<file path="src/rtl/mem_pkg.sv">
// rtl/mem_pkg.sv - shared widths, store-buffer entry and FSM state types
package mem_pkg;

  localparam int ADDR_W    = 10;
  localparam int DATA_W    = 32;
  localparam int DEF_DEPTH = 4;

  typedef struct packed {
    logic [ADDR_W-1:0] addr;
    logic [DATA_W-1:0] data;
  } entry_t;

  typedef enum logic [0:0] {
    RUN   = 1'b0,
    FLUSH = 1'b1
  } sb_state_e;

endpackage

</file>
<file path="src/rtl/sb_fwd_match.sv">
// rtl/sb_fwd_match.sv - youngest-match search over the queued stores for load forwarding
module sb_fwd_match
  import mem_pkg::*;
#(
  parameter int DEPTH = DEF_DEPTH,
  parameter int PTR_W = $clog2(DEPTH)
) (
  input  entry_t            i_entries [DEPTH],
  input  logic [PTR_W-1:0]  i_head,
  input  logic [PTR_W:0]    i_count,
  input  logic [ADDR_W-1:0] i_ld_addr,
  output logic              o_hit,
  output logic [DATA_W-1:0] o_data
);

  logic [PTR_W-1:0] w_idx;

  // Walk oldest to youngest; a later match overrides, so the youngest wins.
  always_comb begin
    o_hit  = 1'b0;
    o_data = '0;
    w_idx  = '0;
    for (int i = 0; i < DEPTH; i++) begin
      w_idx = i_head + PTR_W'(i);
      if (((PTR_W+1)'(i) < i_count) && (i_entries[w_idx].addr == i_ld_addr)) begin
        o_hit  = 1'b1;
        o_data = i_entries[w_idx].data;
      end
    end
  end

endmodule

</file>
<file path="src/rtl/store_buffer.sv">
// rtl/store_buffer.sv - posted-write buffer between core memory stage and the data RAM
module store_buffer
  import mem_pkg::*;
#(
  parameter int DEPTH = DEF_DEPTH
) (
  input  logic              clk,
  input  logic              rst,
  input  logic              st_valid,
  input  logic [ADDR_W-1:0] st_addr,
  input  logic [DATA_W-1:0] st_data,
  output logic              st_ready,
  input  logic              ld_valid,
  input  logic [ADDR_W-1:0] ld_addr,
  output logic [DATA_W-1:0] ld_data,
  input  logic              flush,
  output logic              flush_done,
  output logic              empty,
  output logic [ADDR_W-1:0] ram_addr,
  output logic [DATA_W-1:0] ram_wdata,
  output logic              ram_we,
  input  logic [DATA_W-1:0] ram_rdata
);

  localparam int PTR_W = $clog2(DEPTH);
  localparam logic [PTR_W:0] FULL_CNT = (PTR_W+1)'(DEPTH);

  entry_t           r_entries [DEPTH];
  logic [PTR_W-1:0] r_head;
  logic [PTR_W-1:0] r_tail;
  logic [PTR_W:0]   r_count;
  sb_state_e        r_state;
  sb_state_e        w_state_nxt;
  logic             r_flush_done;
  logic             w_accept;
  logic             w_drain;
  logic             w_hit;
  logic [DATA_W-1:0] w_fwd_data;

  assign st_ready   = (r_state == RUN) && (r_count < FULL_CNT);
  assign w_accept   = st_valid && st_ready;
  // A load owns the single RAM port, so draining yields to it.
  assign w_drain    = (r_count != '0) && !ld_valid;
  assign empty      = (r_count == '0);
  assign flush_done = r_flush_done;

  assign ram_we    = w_drain;
  assign ram_addr  = ld_valid ? ld_addr : r_entries[r_head].addr;
  assign ram_wdata = r_entries[r_head].data;
  assign ld_data   = w_hit ? w_fwd_data : ram_rdata;

  sb_fwd_match #(.DEPTH(DEPTH)) u_fwd (
    .i_entries (r_entries),
    .i_head    (r_head),
    .i_count   (r_count),
    .i_ld_addr (ld_addr),
    .o_hit     (w_hit),
    .o_data    (w_fwd_data)
  );

  always_ff @(posedge clk) begin
    if (w_accept) begin
      r_entries[r_tail] <= '{addr: st_addr, data: st_data};
    end
  end

  always_comb begin
    w_state_nxt = r_state;
    case (r_state)
      RUN:     if (flush) w_state_nxt = FLUSH;
      FLUSH:   if (r_count == '0) w_state_nxt = RUN;
      default: w_state_nxt = RUN;
    endcase
  end

  always_ff @(posedge clk or posedge rst) begin
    if (rst) begin
      r_head       <= '0;
      r_tail       <= '0;
      r_count      <= '0;
      r_state      <= RUN;
      r_flush_done <= 1'b0;
    end else begin
      if (w_accept) r_tail <= r_tail + PTR_W'(1);
      if (w_drain)  r_head <= r_head + PTR_W'(1);
      r_count      <= r_count + (PTR_W+1)'(w_accept) - (PTR_W+1)'(w_drain);
      r_state      <= w_state_nxt;
      r_flush_done <= (r_state == FLUSH) && (r_count == '0);
    end
  end

endmodule
</file>
<file path="config.mk">
export PLATFORM = sky130hd
export DESIGN_NAME = store_buffer
export DESIGN_NICKNAME = d
export VERILOG_FILES = /design/src/rtl/mem_pkg.sv /design/src/rtl/sb_fwd_match.sv /design/src/rtl/store_buffer.sv
export SDC_FILE = /design/constraint.sdc
export NUM_CORES = 1
export LEC_CHECK = 0
export CAP_MARGIN = 0
export CELL_PAD_IN_SITES_DETAIL_PLACEMENT = 1
export CELL_PAD_IN_SITES_GLOBAL_PLACEMENT = 2
export CORE_UTILIZATION = 36
export CTS_CLUSTER_DIAMETER = 120
export DETAILED_ROUTE_END_ITERATION = 6
export PLACE_DENSITY = 0.93
export SLEW_MARGIN = 25
export SYNTH_ARGS = -nofsm -noshare
export SYNTH_HDL_FRONTEND = slang
export SYNTH_SLANG_ARGS = --single-unit
</file>
<file path="constraint.sdc">
create_clock -name clk -period 4.3 [get_ports clk]
set_clock_uncertainty 0.1 [all_clocks]
set_input_delay 0.645 -clock clk [delete_from_list [all_inputs] [get_ports clk]]
set_output_delay 0.645 -clock clk [all_outputs]
set_load 0.01 [all_outputs]
</file>
==> results.md, run 1 <==
- The run finished, with violations left.
- The checks that failed: negative setup slack.
- After synthesis, the netlist uses 60 different library cells.
- The number of sinks handled by clock tree synthesis is 177.
- The floorplan has between 60 and 70 rows.
- The wire length of the first global-routing pass is 57.9 mm.
- On the final layout, the worst hold slack is 0.370 ns.
- The transition time at the pin with the least slew margin is 0.961 ns.
- The total area of sequential cells is roughly 0.0053 sq mm.
- The number of hold-repair buffers added at the cts stage is 0.
- The mapped netlist covers 0.0111 sq mm.
- The type of the setup path with the least slack is reg -> out.
- Derived from the worst setup path, the maximum achievable clock frequency is ~230 MHz.
- The total number of vias is approximately 9700.
- The startpoint identified for the worst register-to-register timing path is r_count[2].
- The via count of the first global-routing pass came to between 10000 and 15000.
- The clock tree from TritonCTS is done.
- The final global-route overflow total is 0.
- The area growth from synthesis to layout is 41.2%.
- between 150 and 200 I/O pins were placed.
- The leakage dissipation is 5.73 nW.
- The final cycle utilization of the critical path is 103%.
- Among all flip-flop cells after synthesis, the most frequent one is sky130_fd_sc_hd__edfxtp_1.
- For the worst flop-to-flop path, the logic depth is 8.
- The worst setup path is launched from a flip-flop.
- Routability-driven placement finished with a final weighted congestion of 0.874.
- The post-synthesis net count is roughly 1100.
- The detailed router finished its first iteration with 643 violations.
- For this configuration, the core starts out at a cell density of 37.0%.
- The number of buffers inserted during clock tree synthesis is 17.
- The setup TNS is -1.42 ns.
- After filler insertion, the fill cell instance count of the layout stands at between 3000 and 4000.
- The instance count of the mapped netlist is around 990.
- The ratio of routed vias to standard cells is a little under 6.
- The first TritonRoute pass finished after 4 iterations.
- The sequential fraction of the synthesis area is between 40% and 50%.
- After detailed routing, the number of remaining DRC violations is 0.
- The total setup violations reported at the end of the flow is 27.
- After layout, the minimum clock period comes to ~4.4 ns.
- The initial antenna violation count is 2.
- Once routing completed, OpenROAD measured the worst setup slack at -0.138 ns.
- The required time of the critical path is roughly 3.6 ns.
- The hold violation total from the final report is 0.
- The minimum setup slack among reg-to-reg paths is between 1.5 and 2 ns.
- The vertical die dimension is 177 um.
- The die covers 0.0315 sq mm.
- The total global-route track usage is between 20% and 30%.
- The worst-case IR drop observed on VDD is around 0.29 mV.
- The proportion of layout cells with a drive suffix above 1 is roughly a third.
- The tree is rooted in a sky130_fd_sc_hd__clkbuf_16.
- The critical path data arrival time is approximately 3.7 ns.
- The worst setup path is captured at an output port.
- The detail route stage leaves a number of antenna-violating nets equal to 0.
- The final wirelength is around 40 mm.
- The async set-or-reset flop fraction in the synthesized netlist is 5.08%.
- The ratio of total power to cell area is roughly 560 mW/mm^2.
- Entering global routing, the biggest net connects 74 pins.
- The number of nets in the layout is 1326.
- The count of final max-slew check failures was 0.
- Clock latency on the worst-skew pair, taken at its later pin, is about 0.44 ns.
- The H-tree was split into 4 levels.
- A synthesized cell averages 11.2 sq um.
- In the final layout, the multi-input gates occupy approximately 0.0063 sq mm.
- The number of input and output port buffers inserted is 166.
- The number of violations of the max-capacitance limit is 0.
- The wire-length estimate of the detail-placed layout is approximately 24 mm.
- The floorplan step set the die width to roughly 180 um.
- The clock-pin slew on the worst setup and hold paths is 0.08 ns.
- The core region area is between 0.02 and 0.03 sq mm.
- The class of the worst hold path is in -> async.
- The post-detailed-route wirelength per cell is about 24 um.
- The number of enable-type register cells in the synthesized netlist is approximately 170.
- The maximum fanout count along the critical path is 8.
- The number of storage elements in the synthesis netlist is about 180.
- Power comes to slightly below 9 mW.
- For this run, the number of Yosys warnings is 0.
- The relative slew slack is a little over a third.
- Before CTS, the worst setup slack after placement is -0.421 ns.
- In this run the critical register-to-register path is captured at r_count[2].
- Setup repair after global routing could not meet its margin everywhere.
- The clock passes through at most 2 buffers.
## worst max-delay path, cell delays in order, from the launching register on
cell                       delay (ns)
sky130_fd_sc_hd__dfrtp_4         0.53
sky130_fd_sc_hd__buf_12          0.17
sky130_fd_sc_hd__buf_12          0.15
sky130_fd_sc_hd__mux2i_4         0.19
sky130_fd_sc_hd__xnor2_2         0.18
sky130_fd_sc_hd__or3_1           0.40
sky130_fd_sc_hd__a211o_1         0.33
sky130_fd_sc_hd__a311o_2         0.44
sky130_fd_sc_hd__buf_6           0.17
sky130_fd_sc_hd__buf_12          0.15
sky130_fd_sc_hd__nor2_4          0.08
sky130_fd_sc_hd__a211oi_2        0.05
sky130_fd_sc_hd__o221ai_1        0.24
sky130_fd_sc_hd__buf_2           0.18
## cell type report
class                   instances  share of cell area [%]
diodes                          3                  0.0480
clock buffers                  17                    2.72
clock inverters                15                   0.928
inverters                      14                   0.368
multi-input cells             705                    40.1
flip-flops and latches        177                    33.7
well taps                     390                    3.12
repair buffers                313                    19.0
## state kept, by name (all words and copies together), names as in the netlist
name,cells
r_count,3
r_tail,2
r_entries,168
r_state,1
r_head,2
flush_done,1
## worst max-delay path by stage
| stage | startpoint | endpoint | depth (start not counted) |
|---|---|---|---|
| after detailed placement | ld_addr[3] | ld_data[27] | 10 |
| after global placement | ld_addr[3] | ld_data[27] | 10 |
| after CTS | r_head[1] | ld_data[21] | 14 |
| after floorplan | ld_addr[9] | ld_data[26] | 10 |
| final | r_head[1] | ld_data[15] | 13 |
| after global routing | r_head[1] | ld_data[5] | 16 |
## cells in the final DEF, fill, tap and decap left out, types with 21 or more instances in the layout
cell type	synthesis	layout
sky130_fd_sc_hd__a21oi_1	21	21
sky130_fd_sc_hd__nor3_1	55	54
sky130_fd_sc_hd__buf_12	0	21
sky130_fd_sc_hd__clkdlybuf4s50_1	0	132
sky130_fd_sc_hd__o21ai_0	74	29
sky130_fd_sc_hd__mux2_2	32	31
sky130_fd_sc_hd__buf_2	13	30
sky130_fd_sc_hd__xnor2_1	29	23
sky130_fd_sc_hd__o21ai_1	10	41
sky130_fd_sc_hd__o221ai_2	1	36
sky130_fd_sc_hd__nor2_1	48	36
sky130_fd_sc_hd__nand2_1	60	58
sky130_fd_sc_hd__edfxtp_1	168	168
sky130_fd_sc_hd__mux2i_1	161	138
sky130_fd_sc_hd__buf_4	4	109
## metal layers
metal	GRT usage (%)	share of wire, %	vias up
li1	-	-	4341
met5	0	0	-
met3	3.86	5.0	91
met4	9.94	3.3	0
met1	29.9	42	4892
met2	41.8	50	381
## logic make-up after synthesis
family	count (synthesis)	synth area share, %
AO/OA/AOI/OAI	244	15.3
multiplexers	201	19.3
flip-flops	177	47.6
AND/OR/NAND/NOR	207	8.81
XOR/XNOR	44	3.48
buffers and inverters	107	4.38
adder cells (fa/ha/maj)	9	1.08
## per-stage QoR
step           instance area, sq um  utilization, %  cells
2_1_floorplan                 11100               -    989
3_3_place_gp                  13800            45.9   1559
3_5_place_dp                  13800            45.9   1559
4_1_cts                       15000            50.0   1626
5_1_grt                       15600            52.2   1633
6_report                      15600            52.2   1634
## timing repair
| action | 4_1_cts | 5_1_grt |
|---|---|---|
| gates cloned | 3 | 1 |
| gates resized for setup | 235 | 153 |
| pin swaps | 37 | 50 |
| setup endpoints to repair | 32 | 32 |
| buffers inserted | 33 | 10 |
## cell usage after synthesis (all sizes together), types with 2 or more instances
cell      n  area (sq um)
a21o      2          15.0
o22ai    15          93.8
a211oi   27           203
buf      40           234
clkbuf   53           199
dfrtp     9           225
nand3    19          95.1
and3      6          37.5
and2      4          25.0
ha        8           100
mux2i   162          1630
nor2b     2          12.5
o21ai    84           420
mux2     32           360
o221ai   55           488
nor3     56           285
a22oi     3          22.5
inv      14          52.6
a221o     2          20.0
xnor2    29           254
nor2     49           186
xor2     15           131
a31o      2          17.5
nand2    60           225
o221a     3          33.8
mux4      7           158
a221oi   16           158
or3       3          23.8
edfxtp  168          5040
a21oi    21           105
a211o     2          17.5
and4      3          26.3
a31oi     2          12.5
## report_power, final
group | switching [mW] | total [mW] | internal (mW)
sequential | 0.105 | 2.12 | 2.01
clock | 0.757 | 1.53 | 0.770
combinational | 2.70 | 5.05 | 2.35
Note: power is estimated with default switching activity, not from simulation.
==> run 2: changes to the inputs <==
Settings changed: ABC_AREA set to 0, CTS_CLUSTER_DIAMETER 120 to not set.
==> results of run 2 <==
No change in the layout: final DEF, timing and power equal those of run 1.
==> run 3: changes to the inputs <==
Settings changed: TNS_END_PERCENT set to 20.
==> results.md, run 3 (synthesized netlist as in run 1, its figures left out) <==
- The number of input and output port buffers inserted is 166 (unchanged).
- The class of the worst hold path is in -> async.
- The number of DRC markers in iteration 0 was 759 (+18%).
- The overall die area is 0.0315 sq mm (unchanged).
- The maximum fanout count along the critical path is 8 (unchanged).
- The number of standard cells in the layout, taps in and fillers out is 1632 (-0.12%).
- The cell chosen for the clock root is sky130_fd_sc_hd__clkbuf_16.
- The proportion of layout cells with a drive suffix above 1 is 30.8% (-1.8 points).
- The internal power consumption was 5.08 mW (-1.1%).
- In the layout the commonest cells are sky130_fd_sc_hd__edfxtp_1, sky130_fd_sc_hd__mux2i_1, sky130_fd_sc_hd__clkdlybuf4s50_1.
- The ratio of routed vias to standard cells is 5.94 (about the same).
- The final global-route overflow total was 0 (unchanged).
- The flow ran to the end, but the final reports show violations.
- The power after layout came to 8.57 mW (-1.5%).
- The number of primary I/O pins is 167 (unchanged).
- The minimum clock period was 4.37 ns (-0.0668 ns).
- The switching part of the total was 40.7% (-0.24 points).
- The number of core rows was 63 (unchanged).
- The transition time at the pin with the least slew margin is 0.950 ns (-0.0115 ns).
- The total number of vias came to 9697 (-0.082%).
- The share of power burned in combinational logic is 57.5% (-0.6 points).
- Leaving out fill and tap cells, the most frequent cell in the layout is sky130_fd_sc_hd__edfxtp_1.
- The post-DP HPWL is 24.1 mm (unchanged).
- The final antenna-violating net count is 0 (unchanged).
- The worst setup path is captured at an output port.
- The final cycle utilization of the critical path is 102% (-1.6 points).
- The maximum clock rate is 229 MHz (+1.5%).
- The final standard cell utilization of the core is 51.7% (-0.53 points).
- The core region area is 0.0300 sq mm (unchanged).
- The setup TNS is -0.602 ns (+0.822 ns).
- The growth of design area from synthesis to finish is 39.7%.
- The clock-pin slew on the worst setup and hold paths is 0.07 ns (about the same).
- The final reports fail on negative setup slack.
- The maximum number of pins on one net before global-route repair is 74 (unchanged).
- The pre-CTS worst setup slack is -0.421 ns (unchanged).
- The post-detailed-route wirelength per cell is 24.3 um (-0.35%).
- The buffer depth of the longest clock path is 2 (unchanged).
- The area of combinational cells with multiple inputs is 0.00610 sq mm (-2.7%).
- The largest registers in the layout are r_entries (168), r_count (3).
- The instance area after placement is 0.0138 sq mm (unchanged).
- The register bank with the most flops is r_entries.
- The initial cell density of the core is 37.0% (unchanged).
- The initial antenna violation count is 2 (unchanged).
- The final wirelength is 39.6 mm (-0.47%).
- The required time of the critical path is 3.56 ns (about the same).
- The final instance area is 0.0155 sq mm (-1.0%).
- The hold violation total from the final report is 0 (unchanged).
- The number of hold-repair buffers added at the cts stage was 0 (unchanged).
- The worst hold-check slack is 0.371 ns (+0.000698 ns).
- The largest vdd supply drop is 0.375 mV (+31%).
- The power spent charging and discharging nets came to 3.49 mW (-2.0%).
- The critical path is of the reg -> out type.
- The width of the chip is 177 um (unchanged).
- The relative slew slack is 36.7% (+0.77 points).
- TritonCTS built the clock tree.
- The via count of the first global-routing pass is 10200 (-0.48%).
- The count of final max-slew check failures is 0 (unchanged).
- The DRC violation count after routing came to 0 (unchanged).
- The share of power burned in the clock network is 17.8% (+0.2 points).
- The total setup violations reported at the end of the flow is 20 (-26%).
- The number of filler cells placed in the layout is 3120 (+0.19%).
- The part of the power in registers is 24.7% (+0.4 points).
- The maximum level of the CTS H-tree is 4 (unchanged).
- The number of sinks handled by clock tree synthesis is 177 (unchanged).
- The wire length of the first global-routing pass is 57.8 mm (-0.21%).
- The leakage dissipation is 5.71 nW (-0.35%).
- The insertion delay of the later-clocked pin in the worst-skew pair is 0.43 ns (about the same).
- The vertical die dimension came to 177 um (unchanged).
- The number of placed cells counting well taps was 1559 (unchanged).
- The number of nets in the layout was 1324 (-0.15%).
- The final critical-path setup slack is -0.0716 ns (+0.0668 ns).
- The ratio of total power to cell area is 554 mW/mm^2 (-0.46%).
- Setup repair after global routing could not meet its margin everywhere.
- The weighted congestion reported at the end of routability-driven placement came to 0.874 (unchanged).
- The number of iterations in the first detailed-routing pass came to 5 (+1).
- The total area of sequential cells is 0.00528 sq mm (unchanged).
- The number of violations of the max-capacitance limit is 0 (unchanged).
- The total global-route track usage is 24.1% (-0.065 points).
- The number of buffers inserted during clock tree synthesis is 17 (unchanged).
- The number of flip-flops in the largest register is 168 (unchanged).
- The startpoint type of the worst setup path is a flip-flop.
- The critical path data arrival time is 3.63 ns (-0.06 ns).
-- run 3: cell count changes in the layout (fill, tap and decap cells not counted), moves of 4 or more --
cell | before | now
sky130_fd_sc_hd__o221ai_1 | 18 | 32
sky130_fd_sc_hd__nor2_2 | 2 | 7
sky130_fd_sc_hd__o21ai_0 | 29 | 33
sky130_fd_sc_hd__nor2_4 | 11 | 4
sky130_fd_sc_hd__o22ai_1 | 11 | 7
sky130_fd_sc_hd__buf_6 | 16 | 11
sky130_fd_sc_hd__o221ai_2 | 36 | 23
-- run 3: critical path: stages (launching register included) --
cell and delay (ns):
sky130_fd_sc_hd__dfrtp_4 0.52, sky130_fd_sc_hd__buf_12 0.17, sky130_fd_sc_hd__mux2i_1 0.18, sky130_fd_sc_hd__xor2_1 0.33, sky130_fd_sc_hd__nor4b_4 0.28, sky130_fd_sc_hd__o221ai_2 0.14, sky130_fd_sc_hd__or3_4 0.37, sky130_fd_sc_hd__a221oi_4 0.34
sky130_fd_sc_hd__buf_6 0.16, sky130_fd_sc_hd__buf_12 0.11, sky130_fd_sc_hd__buf_8 0.12, sky130_fd_sc_hd__o21ai_4 0.06, sky130_fd_sc_hd__o221ai_2 0.22, sky130_fd_sc_hd__buf_2 0.18
-- run 3: final timing paths --
kind,from,to,slack [ns],depth (start not counted)
max in group asynchronous,rst,r_head[1],3.43,2
worst max register to register,r_count[0],r_count[2],1.84,8
worst min register to register,r_state,r_state,0.45,2
worst max-delay path,r_head[1],ld_data[5],-0.07,13
worst min-delay path,rst,flush_done,0.37,2
min in group clk,r_state,r_state,0.45,2
-- run 3: final cells by class --
| type | count | area share [%] |
|---|---|---|
| diodes | 3 | 0.0485 |
| well taps | 390 | 3.15 |
| repair buffers | 311 | 19.2 |
| multi-input cells | 705 | 39.4 |
| clock inverters | 15 | 0.938 |
| clock buffers | 17 | 2.75 |
| flip-flops and latches | 177 | 34.1 |
| inverters | 14 | 0.372 |
-- run 3: layer usage --
layer	GRT usage [%]	part of all wire [%]
met1	30.2	42
met2	41.4	51
met3	3.45	4.7
met4	9.97	2.9
met5	0	0
-- run 3: power groups by stage --
stage                     Sequential (mW)  Combinational [mW]  Clock [mW]
final                                2.12                4.93        1.53
after detailed placement             2.19                4.12           0
after global routing                 2.13                5.24        1.61
after global placement               2.18                4.01           0
after CTS                            2.11                4.53        1.54
after floorplan                      2.10                2.62           0
-- run 3: what timing repair did --
item / 4_1_cts / 5_1_grt
resized for setup: 214 / 133
pin swaps: 32 / 45
setup buffers: 30 / 8
endpoints found under the setup margin: 32 / 32
gates cloned: 3 / 3
